<file path="config.mk">
export PLATFORM = sky130hd
export DESIGN_NAME = reg_wb_ctrl
export DESIGN_NICKNAME = d
export VERILOG_FILES = /design/src/rtl/reg_wb_ctrl.sv
export SDC_FILE = /design/constraint.sdc
export NUM_CORES = 1
export LEC_CHECK = 0
export BUFFER_PORTS_ARGS = -buffer_cell sky130_fd_sc_hd__buf_2
export CAP_MARGIN = 20
export CORE_MARGIN = 1.5
export CORE_UTILIZATION = 25
export DETAILED_ROUTE_END_ITERATION = 8
export GPL_TIMING_DRIVEN = 0
export SYNTH_ARGS = -nofsm -noshare
export SYNTH_HDL_FRONTEND = slang
export SYNTH_SLANG_ARGS = --single-unit
export TNS_END_PERCENT = 1
</file>
<file path="constraint.sdc">
create_clock -name CLK -period 1.8 [get_ports CLK]
set_input_delay 0.36 -clock CLK [delete_from_list [all_inputs] [get_ports CLK]]
set_output_delay 0.36 -clock CLK [all_outputs]
set_load 0.02 [all_outputs]
</file>
<file path="src/rtl/reg_wb_ctrl.sv">
// reg_wb_ctrl: two-entry in-order writeback queue in front of a register file.
// Requests are buffered as {addr, imm, data} and drained one per cycle to the
// rf_* write port unless hold is asserted. Operand reads are checked against
// the queued, not-yet-written entries.
// Optional feature macro: WB_BYPASS_EN
//   defined   -> matching operands are forwarded from the youngest queued entry
//   undefined -> matching operands raise rd_hazard and read the register file
module reg_wb_ctrl #(
    parameter int W   = 8,
    parameter int D   = 3,
    parameter int RIM = 2**D - 1
) (
    input  logic         CLK,
    input  logic         reset_n,

    input  logic         wb_valid,
    output logic         wb_ready,
    input  logic [D-1:0] wb_addr,
    input  logic         wb_imm,
    input  logic [W-1:0] wb_data,
    input  logic         hold,

    output logic         rf_write_en,
    output logic         rf_write_imm,
    output logic [D-1:0] rf_waddr,
    output logic [W-1:0] rf_data_in,

    input  logic [D-1:0] rd_addrA,
    input  logic [D-1:0] rd_addrB,
    output logic [D-1:0] rf_raddrA,
    output logic [D-1:0] rf_raddrB,
    input  logic [W-1:0] rf_data_outA,
    input  logic [W-1:0] rf_data_outB,
    output logic [W-1:0] rd_dataA,
    output logic [W-1:0] rd_dataB,
    output logic         rd_hazard
);

    // Immediate writes land in this fixed register.
    localparam logic [D-1:0] RIM_ADDR = D'(RIM);

    // Slot 0 is always the head (oldest); slot 1 is only valid when full.
    logic [1:0]   count_q;
    logic [1:0]   count_d;
    logic [D-1:0] addr_q [2];
    logic [D-1:0] addr_d [2];
    logic         imm_q  [2];
    logic         imm_d  [2];
    logic [W-1:0] data_q [2];
    logic [W-1:0] data_d [2];

    logic         valid0;
    logic         valid1;
    logic         do_push;
    logic         do_pop;
    logic         wr_slot;
    logic [D-1:0] eff_addr;

    logic         match_a0;
    logic         match_a1;
    logic         match_b0;
    logic         match_b1;
    logic         hit_a;
    logic         hit_b;

    assign valid0 = (count_q != 2'd0);
    assign valid1 = (count_q == 2'd2);

    // Reset forces the handshake and the write strobe low regardless of state.
    assign wb_ready    = reset_n && (count_q != 2'd2);
    assign rf_write_en = reset_n && valid0 && !hold;

    assign do_push  = wb_valid && wb_ready;
    assign do_pop   = rf_write_en;
    assign eff_addr = wb_imm ? RIM_ADDR : wb_addr;

    // A push lands after the last valid slot, counted after any same-cycle pop.
    assign wr_slot = do_pop ? valid1 : (count_q == 2'd1);

    // Write port shows the head entry only while it is actually being written.
    assign rf_write_imm = rf_write_en && imm_q[0];
    assign rf_waddr     = rf_write_en ? addr_q[0] : '0;
    assign rf_data_in   = rf_write_en ? data_q[0] : '0;

    // Read addresses pass straight through to the register file.
    assign rf_raddrA = rd_addrA;
    assign rf_raddrB = rd_addrB;

    // Operand comparisons against each valid queued entry.
    assign match_a0 = valid0 && (addr_q[0] == rd_addrA);
    assign match_a1 = valid1 && (addr_q[1] == rd_addrA);
    assign match_b0 = valid0 && (addr_q[0] == rd_addrB);
    assign match_b1 = valid1 && (addr_q[1] == rd_addrB);
    assign hit_a    = match_a0 || match_a1;
    assign hit_b    = match_b0 || match_b1;

`ifdef WB_BYPASS_EN
    // Forwarding: slot 1 is younger than slot 0, so it wins when both match.
    logic [W-1:0] fwd_a;
    logic [W-1:0] fwd_b;

    assign fwd_a     = match_a1 ? data_q[1] : data_q[0];
    assign fwd_b     = match_b1 ? data_q[1] : data_q[0];
    assign rd_dataA  = hit_a ? fwd_a : rf_data_outA;
    assign rd_dataB  = hit_b ? fwd_b : rf_data_outB;
    assign rd_hazard = 1'b0;
`else
    // No forwarding: decode must stall while a pending write matches.
    assign rd_dataA  = rf_data_outA;
    assign rd_dataB  = rf_data_outB;
    assign rd_hazard = hit_a || hit_b;
`endif

    // Next-state queue contents: pop shifts slot 1 down, then push fills a slot.
    always_comb begin
        count_d   = count_q;
        addr_d[0] = addr_q[0];
        addr_d[1] = addr_q[1];
        imm_d[0]  = imm_q[0];
        imm_d[1]  = imm_q[1];
        data_d[0] = data_q[0];
        data_d[1] = data_q[1];

        if (do_pop) begin
            addr_d[0] = addr_q[1];
            imm_d[0]  = imm_q[1];
            data_d[0] = data_q[1];
            addr_d[1] = '0;
            imm_d[1]  = 1'b0;
            data_d[1] = '0;
            count_d   = count_d - 2'd1;
        end

        if (do_push) begin
            addr_d[wr_slot] = eff_addr;
            imm_d[wr_slot]  = wb_imm;
            data_d[wr_slot] = wb_data;
            count_d         = count_d + 2'd1;
        end
    end

    // Queue state register; reset discards everything, including same-cycle traffic.
    always_ff @(posedge CLK) begin
        if (!reset_n) begin
            count_q   <= 2'd0;
            addr_q[0] <= '0;
            addr_q[1] <= '0;
            imm_q[0]  <= 1'b0;
            imm_q[1]  <= 1'b0;
            data_q[0] <= '0;
            data_q[1] <= '0;
        end else begin
            count_q   <= count_d;
            addr_q[0] <= addr_d[0];
            addr_q[1] <= addr_d[1];
            imm_q[0]  <= imm_d[0];
            imm_q[1]  <= imm_d[1];
            data_q[0] <= data_d[0];
            data_q[1] <= data_d[1];
        end
    end

endmodule

</file>
==> results_dict.tcl <==
set metrics [dict create \
    status "complete, but fails checks" \
    violations "negative setup slack" \
    clkPwrFrac 0.199 \
    cp_max_fo 6 \
    drt_wl_total_um 4500 \
    path_cells "inv_4 -> ha_4 -> nor2_4 -> nand2_4 -> inv_8 -> buf_12 -> buf_8 -> and2_4 -> buf_6" \
    antenna_cells 0 \
    track_usage 0.1264 \
    powerDensity_mw_per_mm2 1026 \
    period_share 1.056 \
    p_comb_frac 0.492 \
    use_met2 0.2160 \
    crit_path_start "count_q[0]" \
    fmax_ghz 0.5260 \
    antenna_left 0 \
    critical_path_class "reg2out" \
    setup.worst_path.start_class "flip-flop" \
    clk_pin_slew_ns 0.10 \
    dr.pass1.iters 4 \
    rsz0062_at_grt "true" \
    drt-initial-drc-count 64 \
    holdBufCountCts 0 \
    vdd_ir_drop_max_mv 0.5288 \
    nets 316 \
    layout_commonest_cell "buf_2" \
    skew_ns 0.006785 \
    cts_tree "built" \
    grt_pass1_wl_um 7279 \
    gp_congestion 0.8126 \
    die_y_um 84.22 \
    grt-busiest-layer "met2" \
    power.total_mw 2.495 \
    cts_buffers 3 \
    cp.arrival_ns 1.54 \
    syn-num-nets 237 \
    final_util 0.3831 \
    fillers 625 \
    cp-end-kind "primary output" \
    clock-root-buffer "clkbuf_8" \
    met3_usage 0.02753 \
    numClockSinks 26 \
    core-area_mm2 0.006350 \
    yosysSeqAreaShare 0.3156 \
    fin_crit_ns 1.901 \
    p_int_mw 1.606 \
    max_stage_delay_ns 0.37 \
    cts_buffer_depth 2 \
    h-tree-depth 1 \
    die-area_mm2 0.007092 \
    maxCapViolations 0 \
    synthToLayoutAreaGrowth_pct 47.50 \
    met1_usage 0.1640 \
    io_pins 75 \
    antenna_found_initial 0 \
    num_rows 29 \
    grt-ovfl-total 0 \
    start_util 0.2597 \
    slew_headroom 0.7579 \
    synth_area_per_cell_um2 8.414 \
    post_drt_wl_per_cell_um 12.82 \
    worstPathRequired_ns 1.44 \
    ys_types 30 \
    tns_ns -1.139 \
    grt_pass1_vias 1456 \
    r2r-start "count_q[0]" \
    p_leak_nw 1.070 \
    clk_latency_ns 0.28 \
    min_from "wb_data[1]" \
    syn_inst 196 \
    p_seq_frac 0.309 \
    setup_viol 12 \
    die_w_um 84.22 \
    portBuffers 58 \
    viasPerCell 4.456 \
    worst_slack_ns -0.1012 \
    hpwl_um 3121 \
    syn_area_mm2 0.001649 \
    slew_viol_final 0 \
    switching_share 0.3564 \
    vias 1564 \
    hold_viol 0 \
    slowest_stage "dfxtp_4" \
    drc 0 \
    hold_class "in2reg" \
    synth_seq_cells 26 \
    grt_max_degree 16 \
    layout_common_cells "buf_2, nand2_1, buf_4" \
    switchingPower_uw 889.2 \
    worst_pin_slew_ns 0.3631 \
    drive_gt1_frac 0.5036 \
    synth_warnings 0 \
]
## power by group through the flow
stage / logic, mW / clock network [mW] / registers (mW)
2_1_floorplan: 0.657 / 0 / 0.747
6_report: 1.23 / 0.496 / 0.771
3_3_place_gp: 0.871 / 0 / 0.763
3_5_place_dp: 0.884 / 0 / 0.770
4_1_cts: 1.19 / 0.496 / 0.772
5_1_grt: 1.32 / 0.524 / 0.788
## worst max-delay path: cells and delay by family, from the launching register on
| family | cells | cell delay [ns] |
|---|---|---|
| AND/OR/NAND/NOR | 3 | 0.31 |
| flip-flops | 1 | 0.37 |
| buffers and inverters | 5 | 0.43 |
| adder cells (fa/ha/maj) | 1 | 0.16 |
## synth_stat cells
cell	count	area share
a21boi_1	11	0.050
a21boi_2	1	0.0068
a31oi_1	13	0.049
and2_1	12	0.046
and3b_2	1	0.0061
buf_2	3	0.0091
buf_4	23	0.10
buf_6	5	0.034
clkbuf_1	2	0.0046
dfxtp_1	26	0.32
ha_1	3	0.023
inv_1	2	0.0046
inv_4	1	0.0038
nand2_1	36	0.082
nand2_4	2	0.014
nand3b_1	12	0.055
nand3b_4	1	0.012
nor2_1	1	0.0023
nor2_2	1	0.0038
nor2_4	1	0.0068
nor2b_1	1	0.0038
nor3_1	3	0.0091
o21ai_0	12	0.036
o21ai_1	2	0.0061
o21ai_2	1	0.0053
o21ai_4	1	0.0099
o22ai_1	1	0.0038
o31ai_1	3	0.014
xnor2_1	5	0.027
xor2_1	10	0.053
## state kept, by name (all words and copies together), names as in the netlist
signal,cells
data_q,16
addr_q,6
imm_q,2
count_q,2
## routing by layer
metal,vias up,share of wire
met2,56,0.48
li1,789,-
met3,4,0.061
met4,0,0.0080
met1,715,0.45
met5,-,0
## stage by stage
| step | cell area [um2] | instances | worst slack, ns | hold slack (ns) |
|---|---|---|---|---|
| 5_1_grt | 2432 | 351 | -0.1463 | 0.3248 |
| 6_report | 2432 | 351 | -0.1012 | 0.3189 |
| 3_5_place_dp | 2048 | 331 | -0.1974 | 0.4592 |
| 4_1_cts | 2396 | 347 | -0.1152 | 0.3243 |
| 3_3_place_gp | 2048 | 331 | -0.1828 | 0.4555 |
| 2_1_floorplan | 1662 | 196 | 0.05909 | 0.4431 |
## kinds of logic (layout without fill, tap and decap cells)
group | Yosys count | in the layout | share of synthesized area
flops | 26 | 26 | 0.3156
compound gates | 45 | 45 | 0.1813
fa+ha+maj | 3 | 3 | 0.02276
buf+inv | 36 | 114 | 0.1609
simple gates | 71 | 71 | 0.2398
xor+xnor | 15 | 15 | 0.07966
## path summary, 6_finish.rpt
kind / to / slack (ns) / cells after the start
max reg2reg: imm_q[0][0] / 0.13 / 8
max: rf_waddr[0] / -0.10 / 9
min: data_q[0][9] / 0.32 / 3
min reg2reg: data_q[0][7] / 0.47 / 2
## repair_timing
item / in CTS / in global routing
endpoints found under the setup margin: 13 / 14
cloned: 1 / 0
setup buffers: 11 / 4
pin swaps: 12 / 2
gates resized for setup: 53 / 3
## area by class of cell
cell class / count / area (um2) / area share
well taps: 77 / 96.34 / 0.03961
plain buffers: 33 / 265.3 / 0.1091
clock inverters: 1 / 30.03 / 0.01235
inverters: 3 / 23.77 / 0.009774
multi-input cells: 134 / 910.9 / 0.3745
clock buffers: 3 / 41.29 / 0.01698
flip-flops and latches: 26 / 528.0 / 0.2171
repair buffers: 74 / 536.8 / 0.2207
(Power assumes the default switching activity.)
